### src/rtl/ma_pkg.sv
// Shared encodings for the memory-access stage: op/len codes, FSM states
// and the access-size helper used by both the top and the lane aligner.
package ma_pkg;

    typedef enum logic [1:0] {
        OP_NONE  = 2'b00,
        OP_STORE = 2'b01,
        OP_LOADS = 2'b10,
        OP_LOADU = 2'b11
    } op_e;

    typedef enum logic [1:0] {
        LEN_B = 2'b00,
        LEN_H = 2'b01,
        LEN_W = 2'b10,
        LEN_D = 2'b11
    } len_e;

    typedef enum logic [1:0] {
        S_IDLE = 2'b00,
        S_REQ  = 2'b01,
        S_HOLD = 2'b10
    } state_e;

    // A double-word request on a 32-bit datapath degrades to a word access.
    function automatic int size_bytes(input logic [1:0] len, input int data_l);
        case (len)
            LEN_B:   return 1;
            LEN_H:   return 2;
            LEN_W:   return 4;
            default: return (data_l == 64) ? 8 : 4;
        endcase
    endfunction

endpackage

### src/rtl/ma_lane_align.sv
// Combinational byte-lane steering: store data/strobe placement with
// misalignment detection, and load lane extraction with sign/zero extension.
module ma_lane_align
    import ma_pkg::*;
#(
    parameter  int DATA_L = 32,
    localparam int STRB_L = DATA_L / 8,
    localparam int OFF_W  = $clog2(STRB_L)
) (
    input  logic [1:0]        st_len_i,
    input  logic [OFF_W-1:0]  st_off_i,
    input  logic [DATA_L-1:0] st_data_i,
    output logic [DATA_L-1:0] st_wdata_o,
    output logic [STRB_L-1:0] st_wstrb_o,
    output logic              st_misalign_o,
    input  logic [1:0]        ld_len_i,
    input  logic              ld_signed_i,
    input  logic [OFF_W-1:0]  ld_off_i,
    input  logic [DATA_L-1:0] ld_rdata_i,
    output logic [DATA_L-1:0] ld_val_o
);

    int                st_size;
    int                ld_size;
    logic [DATA_L-1:0] st_mask;
    logic [STRB_L-1:0] st_bytes;
    logic [DATA_L-1:0] ld_lane;
    logic              ld_msb;
    logic              ld_ext;

    assign st_size = size_bytes(st_len_i, DATA_L);
    assign ld_size = size_bytes(ld_len_i, DATA_L);

    genvar gi;
    generate
        for (gi = 0; gi < STRB_L; gi++) begin : g_lane
            assign st_mask[gi*8 +: 8] = (gi < st_size) ? 8'hFF : 8'h00;
            assign st_bytes[gi]       = (gi < st_size);
            assign ld_val_o[gi*8 +: 8] = (gi < ld_size) ? ld_lane[gi*8 +: 8] : {8{ld_ext}};
        end
    endgenerate

    // Sizes are powers of two no wider than the bus, so the offset bits alone decide alignment.
    assign st_misalign_o = (st_off_i & OFF_W'(st_size - 1)) != '0;
    assign st_wdata_o    = (st_data_i & st_mask) << {st_off_i, 3'b000};
    assign st_wstrb_o    = st_bytes << st_off_i;

    assign ld_lane = ld_rdata_i >> {ld_off_i, 3'b000};

    always_comb begin
        case (ld_size)
            1:       ld_msb = ld_lane[7];
            2:       ld_msb = ld_lane[15];
            4:       ld_msb = ld_lane[31];
            default: ld_msb = ld_lane[DATA_L-1];
        endcase
    end

    assign ld_ext = ld_signed_i & ld_msb;

endmodule

### src/rtl/ma_stage.sv
// Memory-access pipeline stage: takes one EX result per handshake, runs at most
// one memory transaction, and presents a registered result to WB.
module ma_stage
    import ma_pkg::*;
#(
    parameter int DATA_L = 32,
    parameter int ADDR_L = 32,
    parameter int IDX_L  = 5
) (
    input  logic                clk,
    input  logic                rst,
    input  logic                in_valid,
    output logic                in_ready,
    input  logic [1:0]          in_op,
    input  logic [1:0]          in_len,
    input  logic [ADDR_L-1:0]   in_addr,
    input  logic [DATA_L-1:0]   in_data,
    input  logic                in_wb_e,
    input  logic [IDX_L-1:0]    in_wb_idx,
    output logic                mem_req,
    output logic                mem_we,
    output logic [ADDR_L-1:0]   mem_addr,
    output logic [DATA_L-1:0]   mem_wdata,
    output logic [DATA_L/8-1:0] mem_wstrb,
    input  logic [DATA_L-1:0]   mem_rdata,
    input  logic                mem_ack,
    output logic                out_valid,
    input  logic                out_ready,
    output logic                wb_e,
    output logic [IDX_L-1:0]    wb_idx,
    output logic [DATA_L-1:0]   wb_out,
    output logic                exc_align,
    output logic [IDX_L-1:0]    fwd_idx,
    output logic [DATA_L-1:0]   fwd_val,
    output logic                ld_pend,
    output logic [IDX_L-1:0]    ld_pend_idx
);

    localparam int STRB_L = DATA_L / 8;
    localparam int OFF_W  = $clog2(STRB_L);

    state_e              state_q, state_d;
    logic [1:0]          op_q, op_d;
    logic [1:0]          len_q, len_d;
    logic [OFF_W-1:0]    off_q, off_d;
    logic                wb_e_q, wb_e_d;
    logic [IDX_L-1:0]    wb_idx_q, wb_idx_d;
    logic [DATA_L-1:0]   wb_out_q, wb_out_d;
    logic                exc_q, exc_d;
    logic                mem_req_q, mem_req_d;
    logic                mem_we_q, mem_we_d;
    logic [ADDR_L-1:0]   mem_addr_q, mem_addr_d;
    logic [DATA_L-1:0]   mem_wdata_q, mem_wdata_d;
    logic [STRB_L-1:0]   mem_wstrb_q, mem_wstrb_d;

    logic                xfer;
    logic [DATA_L-1:0]   st_wdata;
    logic [STRB_L-1:0]   st_wstrb;
    logic                st_misalign;
    logic [DATA_L-1:0]   ld_val;

    assign in_ready = (state_q == S_IDLE) || ((state_q == S_HOLD) && out_ready);
    assign xfer     = in_valid && in_ready;

    // Store path sees the incoming transfer; load path sees the latched request.
    ma_lane_align #(
        .DATA_L(DATA_L)
    ) u_align (
        .st_len_i     (in_len),
        .st_off_i     (in_addr[OFF_W-1:0]),
        .st_data_i    (in_data),
        .st_wdata_o   (st_wdata),
        .st_wstrb_o   (st_wstrb),
        .st_misalign_o(st_misalign),
        .ld_len_i     (len_q),
        .ld_signed_i  (op_q == OP_LOADS),
        .ld_off_i     (off_q),
        .ld_rdata_i   (mem_rdata),
        .ld_val_o     (ld_val)
    );

    always_comb begin
        state_d     = state_q;
        op_d        = op_q;
        len_d       = len_q;
        off_d       = off_q;
        wb_e_d      = wb_e_q;
        wb_idx_d    = wb_idx_q;
        wb_out_d    = wb_out_q;
        exc_d       = exc_q;
        mem_req_d   = mem_req_q;
        mem_we_d    = mem_we_q;
        mem_addr_d  = mem_addr_q;
        mem_wdata_d = mem_wdata_q;
        mem_wstrb_d = mem_wstrb_q;

        case (state_q)
            S_REQ: begin
                if (mem_ack) begin
                    mem_req_d = 1'b0;
                    state_d   = S_HOLD;
                    if (mem_we_q) begin
                        wb_e_d = 1'b0;
                    end else begin
                        wb_out_d = ld_val;
                    end
                end
            end
            S_HOLD: begin
                if (out_ready) begin
                    state_d = S_IDLE;
                end
            end
            default: ;
        endcase

        // A transfer in HOLD overrides the return to IDLE, giving back-to-back throughput.
        if (xfer) begin
            op_d      = in_op;
            len_d     = in_len;
            off_d     = in_addr[OFF_W-1:0];
            wb_idx_d  = in_wb_idx;
            wb_e_d    = in_wb_e;
            wb_out_d  = '0;
            exc_d     = 1'b0;
            mem_req_d = 1'b0;
            if (in_op == OP_NONE) begin
                wb_out_d = DATA_L'(in_addr);
                state_d  = S_HOLD;
            end else if (st_misalign) begin
                wb_e_d  = 1'b0;
                exc_d   = 1'b1;
                state_d = S_HOLD;
            end else begin
                mem_req_d   = 1'b1;
                mem_we_d    = (in_op == OP_STORE);
                mem_addr_d  = {in_addr[ADDR_L-1:OFF_W], {OFF_W{1'b0}}};
                mem_wdata_d = (in_op == OP_STORE) ? st_wdata : '0;
                mem_wstrb_d = (in_op == OP_STORE) ? st_wstrb : '0;
                state_d     = S_REQ;
            end
        end
    end

    always_ff @(posedge clk) begin
        if (rst) begin
            state_q     <= S_IDLE;
            op_q        <= '0;
            len_q       <= '0;
            off_q       <= '0;
            wb_e_q      <= 1'b0;
            wb_idx_q    <= '0;
            wb_out_q    <= '0;
            exc_q       <= 1'b0;
            mem_req_q   <= 1'b0;
            mem_we_q    <= 1'b0;
            mem_addr_q  <= '0;
            mem_wdata_q <= '0;
            mem_wstrb_q <= '0;
        end else begin
            state_q     <= state_d;
            op_q        <= op_d;
            len_q       <= len_d;
            off_q       <= off_d;
            wb_e_q      <= wb_e_d;
            wb_idx_q    <= wb_idx_d;
            wb_out_q    <= wb_out_d;
            exc_q       <= exc_d;
            mem_req_q   <= mem_req_d;
            mem_we_q    <= mem_we_d;
            mem_addr_q  <= mem_addr_d;
            mem_wdata_q <= mem_wdata_d;
            mem_wstrb_q <= mem_wstrb_d;
        end
    end

    assign mem_req     = mem_req_q;
    assign mem_we      = mem_we_q;
    assign mem_addr    = mem_addr_q;
    assign mem_wdata   = mem_wdata_q;
    assign mem_wstrb   = mem_wstrb_q;
    assign out_valid   = (state_q == S_HOLD);
    assign wb_e        = wb_e_q;
    assign wb_idx      = wb_idx_q;
    assign wb_out      = wb_out_q;
    assign exc_align   = exc_q;
    assign fwd_idx     = (out_valid && wb_e_q) ? wb_idx_q : '0;
    assign fwd_val     = wb_out_q;
    assign ld_pend     = (state_q == S_REQ) && !mem_we_q;
    assign ld_pend_idx = ld_pend ? wb_idx_q : '0;

endmodule

### config.mk
export PLATFORM = sky130hd
export DESIGN_NAME = ma_stage
export DESIGN_NICKNAME = d
export VERILOG_FILES = /design/src/rtl/ma_pkg.sv /design/src/rtl/ma_lane_align.sv /design/src/rtl/ma_stage.sv
export SDC_FILE = /design/constraint.sdc
export NUM_CORES = 1
export LEC_CHECK = 0
export ABC_CLOCK_PERIOD_IN_PS = 2500
export BUFFER_PORTS_ARGS = -buffer_cell sky130_fd_sc_hd__buf_2
export CAP_MARGIN = 20
export CORE_MARGIN = 2
export CORE_UTILIZATION = 49
export CTS_BUF_LIST = sky130_fd_sc_hd__clkbuf_8 sky130_fd_sc_hd__clkbuf_16
export DETAILED_ROUTE_END_ITERATION = 12
export GPL_TIMING_DRIVEN = 0
export PLACE_DENSITY = 0.81
export SLEW_MARGIN = 20
export SYNTH_ARGS = -nofsm -noshare
export SYNTH_HDL_FRONTEND = slang
export SYNTH_SLANG_ARGS = --single-unit
### constraint.sdc
create_clock -name clk -period 2.5 [get_ports clk]
set_input_delay 0.5 -clock clk [delete_from_list [all_inputs] [get_ports clk]]
set_output_delay 0.5 -clock clk [all_outputs]
set_load 0.02 [all_outputs]
==> metrics.md <==
| Metric | Value |
|---|---|
| R2R depth | 8 |
| Drt first pass iters | 5 |
| Fin crit share | 92.5% |
| Clk_skew | 0.00947 ns |
| Port bufs | 260 |
| Sequential-to-total area share from yosys stat | 34.6% |
| FMAX | 432 MHz |
| N_diodes | 0 |
| Share of cells above drive strength 1 | 37.8% |
| Clock Root Buffer | clkbuf_16 |
| Die height | 121 um |
| Clock Sinks | 115 |
| Clk_lat worst skew | 0.41 ns |
| Slew Viols, Final | 0 |
| Critical path depth | 3 |
| Worst hold path class | input port to register |
| Number of synthesized flops with an enable pin | 0 |
| Routed WL per cell | 19.8 um |
| Pre-CTS WS | -0.402 ns |
| Worst path slowest cell | nor3b_1 |
| Clock-pin slew on the worst setup and hold paths | 0.05 ns |
| Post-synth top area cell | dfxtp_1 |
| Flops & latches, synth | 115 |
| Nets@finish | 1170 |
| # DRC | 0 |
| Top-area cell type share of the netlist area | 34.6% |
| CTS max path bufs | 2 |
| Syn avg cell area | 8.55 um^2 |
| Worst Hold Launch | in_wb_idx[3] |
| Initial antenna violation count | 0 |
| Initial Utilization | 50.2% |
| Status | completed |
| Synthesized instance count | 778 |
| Period minus WS final | 2.31 ns |
| Global-route wire length before repair | 37400 um |
| Largest net degree at the start of global routing | 17 |
| CP Class | register to output pin |
| Gr usage total | 33.1% |
| Synthesis-to-finish area growth | 30.8% |
| Setup slack after layout | 0.187 ns |
| Final setup fails | 0 |
| Synth cell types | 60 |
| Unrepaired setup endpoints after global routing | false |
| WHS Path Cells | 3 |
| Max-Slew Margin vs Limit | 30.8% |
| Total CTS buffers | 17 |
| Post-place instance area | 0.00818 mm^2 |
| Hpwl dp | 18900 um |
| I/O pins | 265 |
| Endpoints failing hold | 0 |
| Crit-path max FO | 9 |
| CTS tree | built |
| Max-cap viol count | 0 |
| Total gr overflow | 0 |
| Ys Warns | 0 |
| DRT iter0 DRCs | 822 |
| Share of flip-flops with an asynchronous set or reset | 0% |
| Fillers | 1173 |
| CP required | 2.00 ns |
| Register area | 0.00230 mm^2 |
| Total Neg Setup Slack | 0 ns |
| Crit path DAT | 1.81 ns |
| Vias | 7574 |
| Vias in the first global route | 6948 |
| Delay-heaviest family, CP | simple AND/OR/NAND/NOR gates |
| Crit path cell chain | nor3b_1 > and2_1 > buf_2 |
| Total Routed Length | 24700 um |
| Post-synth top cells | dfxtp_1, a21oi_1, nand2_1 |
| CP startpoint kind | register |
| Critical path buffer and inverter count | 1 |
| Full die area | 0.0145 mm^2 |
| Worst Setup SP | state_q[0]$_SDFFE_PP0P_ |
| GPL Wtd Cong | 0.967 |
| Synth top area cells | dfxtp_1, a21oi_1, o31ai_1 |
| Mapped Area | 0.00665 mm^2 |
| Multi-input gate area | 0.00370 mm^2 |
| H-tree levels | 4 |
| Leak | 3.86 nW |
| Final Util | 65.7% |
| RR Startpoint | len_q[1]$_SDFFE_PP0P_ |
| Most common cell in the netlist | dfxtp_1 |
| Slew @ Worst Pin | 1.03 ns |
| Final non-filler cell area | 0.00870 mm^2 |
| Core area | 0.0132 mm^2 |
| Row count | 42 |
| Post-synth top flop | dfxtp_1 |
| Peak supply drop | 448 uV |
| Power per Cell Area | 643 mW/mm^2 |
| CP endpoint kind | output pin |
| Post-route ant nets | 0 |
| Die X | 121 um |
| Via density | 6.09 |
| Crit path largest cell delay | 0.56 ns |
==> worst register-to-register path, delay by kind of cell, from the launching register on <==
family                     cells  cell delay, ns
AOI/OAI and AO/OA              2            0.56
adders and majority gates      1            0.21
buffers and inverters          2            0.23
DFF                            1            0.29
and+or+nand+nor                3            0.96
==> path summary, 6_finish.rpt <==
kind	endpoint	slack, ns
min	wb_idx[3]$_SDFFE_PP0P_	0.32
max	ld_pend_idx[1]	0.19
max reg2reg	fwd_val[25]$_SDFFE_PP0P_	0.20
min reg2reg	mem_wdata[24]$_SDFFE_PP0P_	0.46
==> cell usage in the layout, fill, tap and decap left out, types with 11 or more instances in the layout <==
cell type    n
buf_2      280
dfxtp_1    115
a21oi_1    102
nand2_1     64
o31ai_1     60
clkbuf_1    52
nand4_1     46
buf_4       37
nor2_1      32
mux2i_1     24
nor3_1      17
clkbuf_16   17
mux2_2      16
and2_1      15
and3_1      13
o21ai_0     12
inv_1       11
nor2b_1     11
o2111ai_1   11
==> through the flow <==
stage                     instances  power (W)  hold WS, ns
final                          1244    0.00559        0.323
after global routing           1244    0.00578        0.329
after CTS                      1245    0.00556        0.313
after detailed placement       1215    0.00344        0.459
after global placement         1215    0.00342        0.441
after floorplan                 779    0.00295        0.439
==> cell families (layout without fill, tap and decap cells) <==
| kind of cell | Yosys count | in the layout | share of synthesized area (%) |
|---|---|---|---|
| compound gates | 255 | 255 | 27.0 |
| xor+xnor | 1 | 1 | 0.132 |
| fa+ha+maj | 2 | 2 | 0.376 |
| buf+inv | 125 | 414 | 9.87 |
| flops | 115 | 115 | 34.6 |
| mux | 48 | 48 | 9.03 |
| other cells | 1 | 2 | 0.0564 |
| simple gates | 231 | 231 | 18.9 |
==> layout make-up <==
type,count,area share [%]
Multi-Input combinational cell,539,42.5
Sequential cell,115,26.5
Timing Repair Buffer,260,15.0
Buffer,116,7.19
Clock buffer,21,5.52
Tap cell,176,2.53
Clock inverter,9,0.489
Inverter,8,0.345
==> flip-flops by register name, summed over array words and instances, names as in the netlist <==
| name | flops |
|---|---|
| mem_wdata | 32 |
| state_q | 2 |
| mem_wstrb | 4 |
| len_q | 2 |
| wb_e | 1 |
| wb_idx | 5 |
| mem_we | 1 |
| op_q | 2 |
| exc_align | 1 |
| off_q | 2 |
| mem_req | 1 |
| mem_addr | 30 |
| fwd_val | 32 |
==> power breakdown <==
part | leakage (nW) | switching, W | internal [W]
sequential | 0.938 | 0.0000855 | 0.00194
clock | 0.275 | 0.000824 | 0.00133
combinational | 2.65 | 0.000890 | 0.000519
==> routing by layer <==
metal | global-route usage [%] | up-vias | part of all wire (%)
met3 | 7.31 | 87 | 11
li1 | - | 3453 | -
met5 | 0 | - | 0
met2 | 55.5 | 532 | 48
met1 | 41.3 | 3502 | 38
met4 | 13.4 | 0 | 3.4
==> repair_timing <==
| item | in CTS | in global routing |
|---|---|---|
| hold buffers | 0 | 0 |
| setup endpoints to repair | 0 | 9 |
| gates resized for setup | 0 | 3 |
| buffers inserted | 0 | 0 |
| endpoints found under the hold margin | 0 | 0 |
Power figures use the tool's default switching activity.
